**config.mk**
```make
export PLATFORM = sky130hd
export DESIGN_NAME = pc_seg_display
export DESIGN_NICKNAME = d
export VERILOG_FILES = /design/src/rtl/pc_seg_display.sv
export SDC_FILE = /design/constraint.sdc
export NUM_CORES = 1
export LEC_CHECK = 0
export ABC_AREA = 1
export BUFFER_PORTS_ARGS = -buffer_cell sky130_fd_sc_hd__buf_2
export CORE_ASPECT_RATIO = 1.75
export CORE_MARGIN = 2
export CORE_UTILIZATION = 45
export CTS_BUF_LIST = sky130_fd_sc_hd__clkbuf_4 sky130_fd_sc_hd__clkbuf_8 sky130_fd_sc_hd__clkbuf_16
export CTS_CLUSTER_DIAMETER = 30
export DETAILED_ROUTE_END_ITERATION = 12
export GPL_ROUTABILITY_DRIVEN = 0
export PLACE_DENSITY = 0.72
export SLEW_MARGIN = 20
export SYNTH_ARGS = -nofsm -noshare
export SYNTH_HDL_FRONTEND = slang
export SYNTH_SLANG_ARGS = --single-unit
```
**constraint.sdc**
```tcl
create_clock -name clk -period 2.2 [get_ports clk]
set_input_delay 0.44 -clock clk [delete_from_list [all_inputs] [get_ports clk]]
set_output_delay 0.44 -clock clk [all_outputs]
set_load 0.05 [all_outputs]
```
**src/rtl/pc_seg_display.sv**
```systemverilog
// pc_seg_display: eight-digit multiplexed seven-segment driver.
// Captures a 32-bit word on a strobe and scans its hex nibbles onto a
// shared active-low segment bus, one digit every SCAN_DIV clocks, with
// optional leading-zero blanking. All outputs are registered.
module pc_seg_display #(
    parameter int unsigned SCAN_DIV      = 50000,
    parameter int unsigned LEADING_BLANK = 0
) (
    input  logic        clk,
    input  logic        rst,     // asynchronous, active-low
    input  logic        cs,
    input  logic [31:0] i_data,
    output logic [7:0]  o_seg,
    output logic [7:0]  o_sel
);

    // Prescaler width; a divide-by-1 still needs a one-bit counter.
    localparam int unsigned CNT_W = (SCAN_DIV > 1) ? $clog2(SCAN_DIV) : 1;
    localparam logic [CNT_W-1:0] TC_VAL = CNT_W'(SCAN_DIV - 1);

    // Active-low hex font, dp off in bit 7.
    function automatic logic [7:0] hex_code(input logic [3:0] nib);
        logic [7:0] code;
        case (nib)
            4'h0:    code = 8'hC0;
            4'h1:    code = 8'hF9;
            4'h2:    code = 8'hA4;
            4'h3:    code = 8'hB0;
            4'h4:    code = 8'h99;
            4'h5:    code = 8'h92;
            4'h6:    code = 8'h82;
            4'h7:    code = 8'hF8;
            4'h8:    code = 8'h80;
            4'h9:    code = 8'h90;
            4'hA:    code = 8'h88;
            4'hB:    code = 8'h83;
            4'hC:    code = 8'hC6;
            4'hD:    code = 8'hA1;
            4'hE:    code = 8'h86;
            default: code = 8'h8E;
        endcase
        return code;
    endfunction

    logic [31:0]      disp_q,    disp_d;
    logic [CNT_W-1:0] div_cnt_q, div_cnt_d;
    logic [2:0]       idx_q,     idx_d;
    logic [7:0]       seg_q,     seg_d;
    logic [7:0]       sel_q,     sel_d;
    logic             tc;
    logic [3:0]       nibble;
    logic [7:0]       blank;

    assign tc = (div_cnt_q == TC_VAL);

    // Holding register, prescaler and digit index next-state.
    always_comb begin
        disp_d    = cs ? i_data : disp_q;
        div_cnt_d = tc ? '0 : div_cnt_q + CNT_W'(1);
        idx_d     = tc ? idx_q + 3'd1 : idx_q;
    end

    // Per-digit blank flags: digit k is dark when every nibble from k up is zero.
    always_comb begin
        logic seen;
        // NOTE: every combinational output gets a default before any branch or
        // loop writes it; a path that skips the assignment would infer a latch.
        // Blocking '=' is right here because 'seen' is meant to ripple through
        // the loop within the same evaluation.
        seen  = 1'b0;
        blank = '0;
        for (int k = 7; k >= 1; k--) begin
            seen     = seen | (|disp_q[4*k +: 4]);
            blank[k] = ~seen;
        end
    end

    // Next-output values for the digit currently indexed.
    always_comb begin
        nibble = disp_q[{idx_q, 2'b00} +: 4];
        sel_d  = ~(8'b1 << idx_q);
        if ((LEADING_BLANK != 0) && blank[idx_q]) begin
            seg_d = 8'hFF;
        end else begin
            seg_d = hex_code(nibble);
        end
    end

    // State and output registers; reset leaves the display dark at digit 0.
    always_ff @(posedge clk or negedge rst) begin
        // NOTE: sequential state uses non-blocking '<=' so every register samples
        // pre-edge values; blocking here would make results depend on statement order.
        if (!rst) begin
            disp_q    <= '0;
            div_cnt_q <= '0;
            idx_q     <= '0;
            seg_q     <= 8'hFF;
            sel_q     <= 8'hFF;
        end else begin
            disp_q    <= disp_d;
            div_cnt_q <= div_cnt_d;
            idx_q     <= idx_d;
            seg_q     <= seg_d;
            sel_q     <= sel_d;
        end
    end

    assign o_seg = seg_q;
    assign o_sel = sel_q;

endmodule

```
# After elaboration in Yosys (flattened, before gate mapping)
# Memory sizes are Yosys's and may differ from the RTL's. A register that Yosys moved wholly into a read port is not among the register bits.
# Cells that the tools add are included.
# W data, S select, Z words.
# op_classes
addsub	2
n_eq_ne	1
n_shift	2
mux	1
bitwise	1
reduce_logical	1
# ops
op	n
$shiftx A32 B6 Y4	1
$add A16 B1 Y16 const B	1
$eq A16 B16 Y1 const B	1
$mux W16	1
$not A8 Y8	1
$shl A1 B3 Y8 const A	1
$add A3 B1 Y3 const B	1
$logic_not A1 Y1	1
# word_totals
regBits	67
romBits	112
output_inout_bits	16
mem_count	1
# mem_list
memory	depth	word_bits	read_ports	rd_ports_with_merged_regs	wr	line_no	source
(name not given)	16	7	1	1	0	24	case (nib)

# Depth between registers and ports, before layout
# Gate-level depths: netlist (run 1).
# logic_depth
ltp_word	2
ltp_mapped	12

# Worst setup path after synthesis (run 1)
# Ideal clock, no wire load.
# synth_timing
kind	reg-to-reg
startpoint	register idx_q[0]
endpoint	register seg_q[3], in the netlist o_seg[3]
arrival_ns	1.539
path_slack_ns	0.586
path_stages_with_launch	13
path_buffers	1
synth_period_minus_slack_ns	1.614
cell_sequence	dfrtp_1 -> inv_2 -> buf_2 -> nand2_1 -> nand3_2 -> nand3_2 -> nand2_2 -> inv_1 -> ha_1 -> nand3_1 -> nand2_1 -> nand2_1 -> nand2_1
# synth_between
elab_chain_cells	1
# synth_rtl
item	line_no	source
start: declaration	47	logic [2:0] idx_q, idx_d;
start signal: assignment	102	idx_q <= idx_d;
$shiftx A32 B6 Y4	80	nibble = disp_q[{idx_q, 2'b00} +: 4];
end: declaration	48	logic [7:0] seg_q, seg_d;
# Every way passes these cells.
# A chain may end at the register's enable or synchronous reset.

# Worst setup path in the final report (run 1)
# layout_timing
startpoint	register div_cnt_q[0]
endpoint	register div_cnt_q[15]
# layout_between
elab_chain_cells	2
# layout_rtl
item	line_no	source
start: declaration	46	logic [CNT_W-1:0] div_cnt_q, div_cnt_d;
start signal: assignment	101	div_cnt_q <= div_cnt_d;
$add A16 B1 Y16 / $eq A16 B16 Y1 (equally long branches)	59, 54	
$mux W16 *	59	div_cnt_d = tc ? '0 : div_cnt_q + CNT_W'(1);
net div_cnt_d[15]	46	
# The timed path passes the listed nets; every way through them passes the cells marked *.

==> flow_metrics.env, run 1 <==
export IMPL_netlist_instances=407
export IMPL_cts_made_buffers=9
export IMPL_crit_path_max_incr_delay_ns=0.62
export IMPL_area_growth_pct=17.50
export IMPL_h_tree_depth=3
export IMPL_met3RoutedLength_um=269
export IMPL_top_layer="met4"
export IMPL_setup_tns_final_ns=0
export IMPL_fin_nets=507
export IMPL_grt_pass1_vias=2646
export IMPL_wl_um=6637
export IMPL_vias=2658
export IMPL_finalSetupViolations=0
export IMPL_mostFrequentLayoutCell="nand2_1"
export IMPL_overflow=0
export IMPL_ys_types=32
export IMPL_hold_buffers=0
export IMPL_layout_drive_gt1_share=0.2505
export IMPL_floorplan_initialDensity=0.4662
export IMPL_ioPinCount=51
export IMPL_critical_path_cell_chain="ha_1 > nand2_2 > nor2_2 > nand4_1 > nor4_1 > nor2_1"
export IMPL_num_rows=41
export IMPL_insertion_delay_ns=0.33
export IMPL_finalHoldViolations=0
export IMPL_clockRootBuffer="clkbuf_16"
export IMPL_hold_path_class="in -> async"
export IMPL_drtIter0Drc=104
export IMPL_yosysSeqAreaShare=0.4919
export IMPL_drt_first_pass_iters=4
export IMPL_dr_wl_met2_um=3454
export IMPL_p_total_mw=2.930
export IMPL_die_h_um=118.9
export IMPL_grt_total_usage=0.1741
export IMPL_layout_min_cycle_time_ns=1.784
export IMPL_fin_crit_sh=0.8108
export IMPL_slowest_stage="nor4_1"
export IMPL_antenna_found_initial=0
export IMPL_cts_sinks=66
export IMPL_port_buffers=49
export IMPL_grt_pass1_wl_um=11450
export IMPL_netlist_area_um2=3396
export IMPL_syn_area_per_cell_um2=8.343
export IMPL_final_cell_mix="122 x nand2_1, 53 x inv_1, 51 x dfrtp_1"
export IMPL_start_kind="register"
export IMPL_ys_warnings_count=0
export IMPL_fmax_ghz=0.5606
export IMPL_clkTransAtPathRegs_ns=0.05
export IMPL_met1_length_um=2717
export IMPL_required_ns=2.38
export IMPL_crit_family="simple AND/OR/NAND/NOR gates"
export IMPL_cts_resized=0
export IMPL_crit_type="reg -> reg"
export IMPL_arrival_ns=1.97
export IMPL_maxCapViolCount=0
export IMPL_cts_buffer_depth=2
export IMPL_synth_nets=455
export IMPL_tightest_slew_ns=0.7973
export IMPL_status="finished clean"
export IMPL_drtAntennaViolNets=0
export IMPL_cp_max_fo=4
export IMPL_skew_ns=0.006259
export IMPL_slew_viol_final=0
export IMPL_antenna_cells=0
export IMPL_die_x_um=69.67
export IMPL_dp_hpwl_um=5066
export IMPL_crit_buf_inv=0
export IMPL_dieArea_um2=8284
export IMPL_wire_per_inst_um=12.09
export IMPL_dp_cells=534
export IMPL_drc_errors=0
export IMPL_cts_setup_buffers=0
export IMPL_ys_ff_latch=66
export IMPL_endpoint_kind="register"
export IMPL_relSlewSlack=0.4636
export IMPL_rsz0062_at_grt="no"
export IMPL_grt_max_degree=33
export IMPL_peakVddDrop_v=0.0005863
export IMPL_vias_per_cell=4.842
export IMPL_p_leak_nw=2.047
export IMPL_p_per_area_nw_per_um2=734.3
export IMPL_cts_tree="built"
export IMPL_core_area_um2=7284
export IMPL_fin_cells=549
==> sequential cells by signal, indices dropped and copies added (netlist names) <==
register and flops:
disp_q 32, div_cnt_q 16, idx_q 3, o_seg 7
o_sel 8
==> where the power goes <==
part           internal, mW  switching [mW]  total [mW]
logic                 0.107           0.244       0.351
clock network         0.787           0.472        1.26
registers              1.30          0.0185        1.32
total                  2.20           0.734        2.93
==> per-layer routing <==
| layer | track usage | vias to the layer above |
|---|---|---|
| li1 | - | 1366 |
| met1 | 0.1944 | 1208 |
| met2 | 0.3053 | 65 |
| met5 | 0 | - |
| met3 | 0.03807 | 19 |
| met4 | 0.09255 | 0 |
==> final timing paths <==
| path | endpoint | startpoint | depth (start not counted) | slack, ns |
|---|---|---|---|---|
| max | div_cnt_q[15]$_DFF_PN0_ | div_cnt_q[0]$_DFF_PN0_ | 6 | 0.42 |
| min | div_cnt_q[15]$_DFF_PN0_ | rst | 1 | 0.07 |
| max reg2reg | div_cnt_q[15]$_DFF_PN0_ | div_cnt_q[0]$_DFF_PN0_ | 6 | 0.42 |
| min reg2reg | div_cnt_q[0]$_DFF_PN0_ | div_cnt_q[0]$_DFF_PN0_ | 1 | 0.51 |
| max in group asynchronous | o_seg[3]$_DFF_PN1_ | rst | 2 | 1.43 |
| min in group clk | disp_q[16]$_DFFE_PN0P_ | i_data[16] | 3 | 0.32 |
==> synth_stat cells (all sizes together) <==
cell type,count,area share
nand2,130,0.15
nor4,2,0.0055
ha,13,0.048
nand3,40,0.073
o21ai,35,0.052
nand3b,2,0.0044
conb,1,0.0011
nand4,3,0.0055
inv,60,0.067
nor2,25,0.036
dfstp,15,0.12
buf,6,0.014
clkbuf,7,0.0077
nor3,5,0.0088
xor2,8,0.021
dfrtp,51,0.38
mux2,2,0.0066
o211ai,2,0.0059
==> per-stage QoR <==
stage | setup slack, ns | hold WS (ns) | utilization | instance area (um2)
2_1_floorplan | 0.5857 | 0.1444 | - | 3396
3_3_place_gp | 0.5271 | 0.4224 | 0.5113 | 3725
3_5_place_dp | 0.4332 | 0.4342 | 0.5113 | 3725
4_1_cts | 0.4141 | 0.07355 | 0.5478 | 3990
5_1_grt | 0.2178 | 0.1080 | 0.5478 | 3990
6_report | 0.4163 | 0.06903 | 0.5478 | 3990
==> logic make-up (layout without fill, tap and decap cells) <==
logic type,Yosys count,in the layout,synth area share
mux,2,2,0.006632
compound gates,37,37,0.05748
simple gates,207,207,0.2856
flops,66,66,0.4919
buf+inv,73,129,0.08880
fa+ha+maj,13,13,0.04790
xor+xnor,8,8,0.02063
other cells,1,1,0.001104
==> area by class of cell <==
class | instances | area, um2
multi-input cells | 268 | 1424
repair buffers | 54 | 295.3
clock inverters | 4 | 18.77
clock buffers | 11 | 246.5
fillers | 690 | 3294
well taps | 86 | 107.6
inverters | 60 | 227.7
flip-flops and latches | 66 | 1670
(Power assumes the default switching activity.)
==> inputs of run 2 (changes only) <==
--- a/config.mk
+++ b/config.mk
@@ -5,7 +5,7 @@
 export SDC_FILE = /design/constraint.sdc
 export NUM_CORES = 1
 export LEC_CHECK = 0
-export ABC_AREA = 1
+export ABC_AREA = 0
 export BUFFER_PORTS_ARGS = -buffer_cell sky130_fd_sc_hd__buf_2
 export CORE_ASPECT_RATIO = 1.75
 export CORE_MARGIN = 2
@@ -14,7 +14,7 @@
 export CTS_CLUSTER_DIAMETER = 30
 export DETAILED_ROUTE_END_ITERATION = 12
 export GPL_ROUTABILITY_DRIVEN = 0
-export PLACE_DENSITY = 0.72
+export PLACE_DENSITY = 0.73
 export SLEW_MARGIN = 20
 export SYNTH_ARGS = -nofsm -noshare
 export SYNTH_HDL_FRONTEND = slang
==> constraint.sdc (replaced) <==
create_clock -name clk -period 1.9 [get_ports clk]
set_input_delay 0.38 -clock clk [delete_from_list [all_inputs] [get_ports clk]]
set_output_delay 0.38 -clock clk [all_outputs]
set_load 0.05 [all_outputs]
==> flow_metrics.env, run 2 <==
export IMPL_grt_pass1_vias=2148
export IMPL_layout_min_cycle_time_ns=1.989
export IMPL_yosys_top_cells_count="51 x dfrtp_1, 34 x mux2_2, 15 x dfstp_2, 13 x ha_1, 12 x nand2_1"
export IMPL_synth_nets=273
export IMPL_ioPinCount=51
export IMPL_peakVddDrop_v=0.0006781
export IMPL_synth_top_area_frac=0.4113
export IMPL_antenna_cells=0
export IMPL_p_per_area_nw_per_um2=928.3
export IMPL_clockRootBuffer="clkbuf_16"
export IMPL_core_area_um2=6756
export IMPL_netlist_area_um2=3103
export IMPL_rrSetupSlack_ns=-0.09
export IMPL_setup_tns_final_ns=-0.3309
export IMPL_grt_max_degree=67
export IMPL_drtAntennaViolNets=0
export IMPL_ys_warnings_count=0
export IMPL_vias=2008
export IMPL_rsz0062_at_grt="yes"
export IMPL_syn_area_per_cell_um2=13.79
export IMPL_yosysSeqAreaShare=0.5383
export IMPL_clkTransAtPathRegs_ns=0.05
export IMPL_dpl_worst_slack_ns=-0.1166
export IMPL_overflow=0
export IMPL_slew_viol_final=0
export IMPL_h_tree_depth=3
export IMPL_wire_per_inst_um=14.87
export IMPL_crit_path_max_incr_delay_ns=0.51
export IMPL_crit_type="reg -> reg"
export IMPL_cts_sinks=66
export IMPL_slowest_stage="mux4_2"
export IMPL_ys_ff_latch=66
export IMPL_ys_types=41
export IMPL_endpoint_kind="register"
export IMPL_yosys_top_cells_area="dfrtp_1 41%, dfstp_2 13%, mux2_2 12%"
export IMPL_start_kind="register"
export IMPL_regMostFlops="disp_q"
export IMPL_layout_drive_gt1_share=0.5367
export IMPL_grt_pass1_wl_um=9611
export IMPL_floorplan_initialDensity=0.4593
export IMPL_hold_buffers=0
export IMPL_area_growth_pct=27.42
export IMPL_final_cell_mix="51 x dfrtp_1, 49 x buf_2, 33 x mux2_2"
export IMPL_cts_made_buffers=9
export IMPL_finalSetupViolations=6
export IMPL_num_rows=40
export IMPL_vias_per_cell=5.229
export IMPL_grt_total_usage=0.1738
export IMPL_finalHoldViolations=0
export IMPL_wl_um=5711
export IMPL_arrival_ns=2.25
export IMPL_synth_ff_type="dfrtp_1"
export IMPL_cts_tree="built"
export IMPL_status="finished with violations"
export IMPL_fmax_ghz=0.5028
export IMPL_cp_max_fo=3
export IMPL_antenna_found_initial=0
export IMPL_netlist_instances=225
export IMPL_largest_reg_flops=32
export IMPL_cts_buffer_depth=2
export IMPL_p_leak_nw=1.750
export IMPL_yosysTopAreaCell="dfrtp_1"
export IMPL_insertion_delay_ns=0.33
export IMPL_critical_path_cell_chain="buf_6 > mux4_2 > mux2i_4 > inv_2 > ha_2 > mux2_4 > o21ai_2"
export IMPL_mostFrequentLayoutCell="dfrtp_1"
export IMPL_place_area_um2=3556
export IMPL_fin_crit_sh=1.047
export IMPL_dieArea_um2=7602
export IMPL_skew_ns=0.004212
export IMPL_finish_instance_area_um2=3954
export IMPL_drc_errors=0
export IMPL_synth_most_common_cell="dfrtp_1"
export IMPL_fin_nets=343
export IMPL_die_h_um=113.9
export IMPL_synthArstFlopShare=1.000
export IMPL_drt_first_pass_iters=4
export IMPL_dp_hpwl_um=4140
export IMPL_synth_edf_count=0
export IMPL_maxCapViolCount=0
export IMPL_required_ns=2.16
export IMPL_violations="setup timing"
export IMPL_hold_path_class="in -> async"
export IMPL_layout_setup_ws_ns=-0.08901
export IMPL_fin_util=0.5852
export IMPL_die_x_um=66.77
export IMPL_drtIter0Drc=75
export IMPL_port_buffers=49
[run 2: cell types whose count changed in the layout (fill, tap and decap cells not counted), moves of 8 or more]
| cell | change |
|---|---|
| nand2_1 | -110 |
| inv_1 | -47 |
| mux2_2 | +31 |
| o21ai_0 | -28 |
| nand3_1 | -26 |
| nor2_1 | -13 |
| buf_4 | +9 |
| mux4_2 | +8 |
[run 2: report_power, final]
group	internal [mW]	switching (mW)	leakage, nW
combinational	0.231	0.269	0.816
sequential	1.52	0.0396	0.782
clock	1.07	0.543	0.151
total	2.82	0.852	1.75
[run 2: worst paths after layout]
path	from	end	cells after the start
worst min-delay path	rst	disp_q[27]$_DFFE_PN0P_	2
worst max-delay path	idx_q[0]$_DFFE_PN0N_	o_seg[4]$_DFF_PN1_	7
worst min register to register	div_cnt_q[10]$_DFF_PN0_	div_cnt_q[10]$_DFF_PN0_	1
worst max register to register	idx_q[0]$_DFFE_PN0N_	o_seg[4]$_DFF_PN1_	7
max in group asynchronous	rst	o_sel[1]$_DFF_PN1_	2
min in group clk	i_data[24]	disp_q[24]$_DFFE_PN0P_	2
[run 2: logic make-up (layout without fill, tap and decap cells)]
family                     count (synthesis)  in the layout  synth area share
adders and majority gates                 13             13           0.05242
xor gates and xnor gates                  13             13           0.03669
and+or+nand+nor                           47             47           0.08468
buffers and inverters                     19             94           0.02822
AOI/OAI and AO/OA                         13             13           0.02702
other                                      1              1          0.001209
muxes                                     53             53            0.2315
DFF                                       66             66            0.5383
[run 2: through the flow]
step           hold WS, ns  instances  power (mW)
2_1_floorplan      0.08441        225       1.889
3_3_place_gp        0.4141        366       2.035
3_5_place_dp        0.4232        366       2.051
4_1_cts            0.07224        382       3.695
5_1_grt            0.08926        384       3.824
6_report           0.05710        384       3.670
[run 2: worst max-delay path, delay by kind of cell (launching register included)]
family                     cells  cell delay [ns]
AOI/OAI and AO/OA              1             0.12
adders and majority gates      1             0.19
buffers and inverters          2             0.22
DFF                            1             0.37
muxes                          3             1.02
[run 2: layout make-up]
| cell class | count | area, um2 |
|---|---|---|
| Clock inverter | 3 | 40.04 |
| Fill cell | 567 | 2803 |
| Clock buffer | 13 | 255.2 |
| Inverter | 10 | 37.54 |
| Multi-Input combinational cell | 140 | 1418 |
| Sequential cell | 66 | 1670 |
| Tap cell | 84 | 105.1 |
| Timing Repair Buffer | 68 | 427.9 |
[run 2: metal layers]
layer / global-route usage / up-vias / routed length, um
li1: - / 937 / -
met3: 0.04734 / 11 / 221
met1: 0.1866 / 1013 / 2193
met4: 0.1020 / 0 / 139
met2: 0.2973 / 47 / 3156
met5: 0 / - / 0
[run 2: timing repair]
action,4_1_cts,5_1_grt
setup endpoints to repair,7,7
pin swaps,1,4
resized for setup,12,4
hold endpoints to repair,0,0
buffers inserted,0,2
==> inputs of run 3 (changes only) <==
--- a/config.mk
+++ b/config.mk
@@ -7,7 +7,7 @@
 export LEC_CHECK = 0
 export ABC_AREA = 0
 export BUFFER_PORTS_ARGS = -buffer_cell sky130_fd_sc_hd__buf_2
-export CORE_ASPECT_RATIO = 1.75
+export CORE_ASPECT_RATIO = 0.75
 export CORE_MARGIN = 2
 export CORE_UTILIZATION = 45
 export CTS_BUF_LIST = sky130_fd_sc_hd__clkbuf_4 sky130_fd_sc_hd__clkbuf_8 sky130_fd_sc_hd__clkbuf_16
==> flow_metrics.env, run 3 (same netlist as run 2, synthesis figures left out) <==
export IMPL_rsz0062_at_grt="yes"
export IMPL_area_growth_pct=25.89
export IMPL_cts_made_buffers=9
export IMPL_antenna_found_initial=0
export IMPL_critical_path_cell_chain="buf_12 > buf_4 > mux4_2 > buf_4 > mux2i_4 > xnor2_1 > a211o_1"
export IMPL_slew_viol_final=0
export IMPL_overflow=0
export IMPL_ioPinCount=51
export IMPL_port_buffers=49
export IMPL_insertion_delay_ns=0.35
export IMPL_maxCapViolCount=0
export IMPL_wl_um=5934
export IMPL_arrival_ns=2.28
export IMPL_cts_tree="built"
export IMPL_layout_min_cycle_time_ns=2.003
export IMPL_slowest_stage="mux4_2"
export IMPL_grt_pass1_vias=2087
export IMPL_power_frac_clock=0.393
export IMPL_vias_per_cell=5.134
export IMPL_layout_drive_gt1_share=0.5296
export IMPL_timing_hold_ws_ns=0.02025
export IMPL_antenna_cells=0
export IMPL_hold_path_class="in -> async"
export IMPL_finish_instance_area_um2=3906
export IMPL_status="finished with violations"
export IMPL_crit_type="reg -> reg"
export IMPL_grt_total_usage=0.1729
export IMPL_tightest_slew_ns=0.5209
export IMPL_dpl_worst_slack_ns=-0.1320
export IMPL_internal_power_mw=2.516
export IMPL_vias=1992
export IMPL_relSlewSlack=0.6496
export IMPL_cp_common_cell="buf_4"
export IMPL_fin_util=0.5801
export IMPL_layout_setup_ws_ns=-0.1034
export IMPL_grt_max_degree=67
export IMPL_finalHoldViolations=0
export IMPL_finalSetupViolations=7
export IMPL_largest_reg_flops=32
export IMPL_fmax_ghz=0.4992
export IMPL_fin_crit_sh=1.054
export IMPL_regToRegStartpoint="idx_q[0]$_DFFE_PN0N_"
export IMPL_cp_max_fo=8
export IMPL_skew_ns=0.01101
export IMPL_die_h_um=75.92
export IMPL_drtAntennaViolNets=0
export IMPL_p_comb_frac=0.144
export IMPL_cts_buffer_depth=2
export IMPL_core_area_um2=6734
export IMPL_clockRootBuffer="clkbuf_8"
export IMPL_clkTransAtPathRegs_ns=0.08
export IMPL_p_leak_nw=1.747
export IMPL_regMostFlops="disp_q"
export IMPL_swShare=0.2542
export IMPL_drt_first_pass_iters=4
export IMPL_required_ns=2.18
export IMPL_dieArea_um2=7583
export IMPL_r2r_cells=7
export IMPL_worstReg2RegEnd="o_seg[0]$_DFF_PN1_"
export IMPL_place_area_um2=3581
export IMPL_dp_cells=366
export IMPL_final_cell_mix="51 x dfrtp_1, 50 x buf_2, 34 x mux2_2"
export IMPL_num_rows=26
export IMPL_peakVddDrop_v=0.0005491
export IMPL_seqPwrFrac=0.463
export IMPL_power_net_switching_mw=0.8577
export IMPL_rrSetupSlack_ns=-0.10
export IMPL_drc_errors=0
export IMPL_fin_nets=347
export IMPL_p_per_area_nw_per_um2=863.7
export IMPL_drtIter0Drc=100
export IMPL_wire_per_inst_um=15.29
export IMPL_h_tree_depth=3
export IMPL_endpoint_kind="register"
export IMPL_floorplan_initialDensity=0.4608
export IMPL_crit_path_max_incr_delay_ns=0.50
export IMPL_violations="setup timing"
export IMPL_die_x_um=99.89
export IMPL_start_kind="register"
export IMPL_mostFrequentLayoutCell="dfrtp_1"
export IMPL_fin_cells=388
export IMPL_dp_hpwl_um=4076
export IMPL_grt_pass1_wl_um=10050
export IMPL_cts_sinks=66
## run 3: layer usage
metal,wire [um],up-vias,share of wire,global-route usage
met5,0,-,0,0
met4,104,0,0.018,0.05342
met3,349,12,0.059,0.07380
met2,2637,53,0.44,0.2622
met1,2843,979,0.48,0.2264
li1,-,948,-,-
## run 3: layout make-up
type                            count  area (um2)
Clock buffer                       10       137.6
Clock inverter                      6       90.09
Fill cell                         547        2828
Inverter                           10       37.54
Multi-Input combinational cell    140        1401
Sequential cell                    66        1670
Tap cell                           84       105.1
Timing Repair Buffer               72       464.2
## run 3: worst max path at each step
stage                               startpoint                  to  slack (ns)  depth (start not counted)
after floorplan           idx_q[0]$_DFFE_PN0N_  o_seg[0]$_DFF_PN1_       -0.06                          7
after global placement    idx_q[0]$_DFFE_PN0N_  o_seg[0]$_DFF_PN1_       -0.06                          7
after detailed placement  idx_q[0]$_DFFE_PN0N_  o_seg[5]$_DFF_PN1_       -0.13                          8
after CTS                 idx_q[0]$_DFFE_PN0N_  o_seg[4]$_DFF_PN1_       -0.11                          7
after global routing      idx_q[0]$_DFFE_PN0N_  o_seg[1]$_DFF_PN1_       -0.20                          7
final                     idx_q[0]$_DFFE_PN0N_  o_seg[0]$_DFF_PN1_       -0.10                          7
## run 3: critical path, delay by kind of cell, from the launching register on
kind	cells	cell delay, ns
multiplexers	2	0.71
buffers and inverters	3	0.41
flip-flops	1	0.40
AO/OA/AOI/OAI	1	0.29
XOR/XNOR	1	0.11
## run 3: through the flow
stage               TNS, ns  total power, mW
floorplan           -0.2362            1.889
global placement    -0.3245            2.044
detailed placement  -0.7274            2.056
CTS                 -0.6039            3.418
global route         -1.218            3.536
finish              -0.5501            3.374
## run 3: power by group through the flow
stage | Combinational, mW | Sequential (mW) | Clock, mW
floorplan | 0.223 | 1.67 | 0
global placement | 0.457 | 1.59 | 0
detailed placement | 0.470 | 1.59 | 0
CTS | 0.488 | 1.56 | 1.37
global route | 0.525 | 1.57 | 1.44
finish | 0.485 | 1.56 | 1.33
## run 3: repair_timing
action,in CTS,in global routing
resized for setup,7,5
cloned,0,1
pin swaps,4,5
setup endpoints to repair,7,8
hold buffers,0,0
buffers inserted,4,1
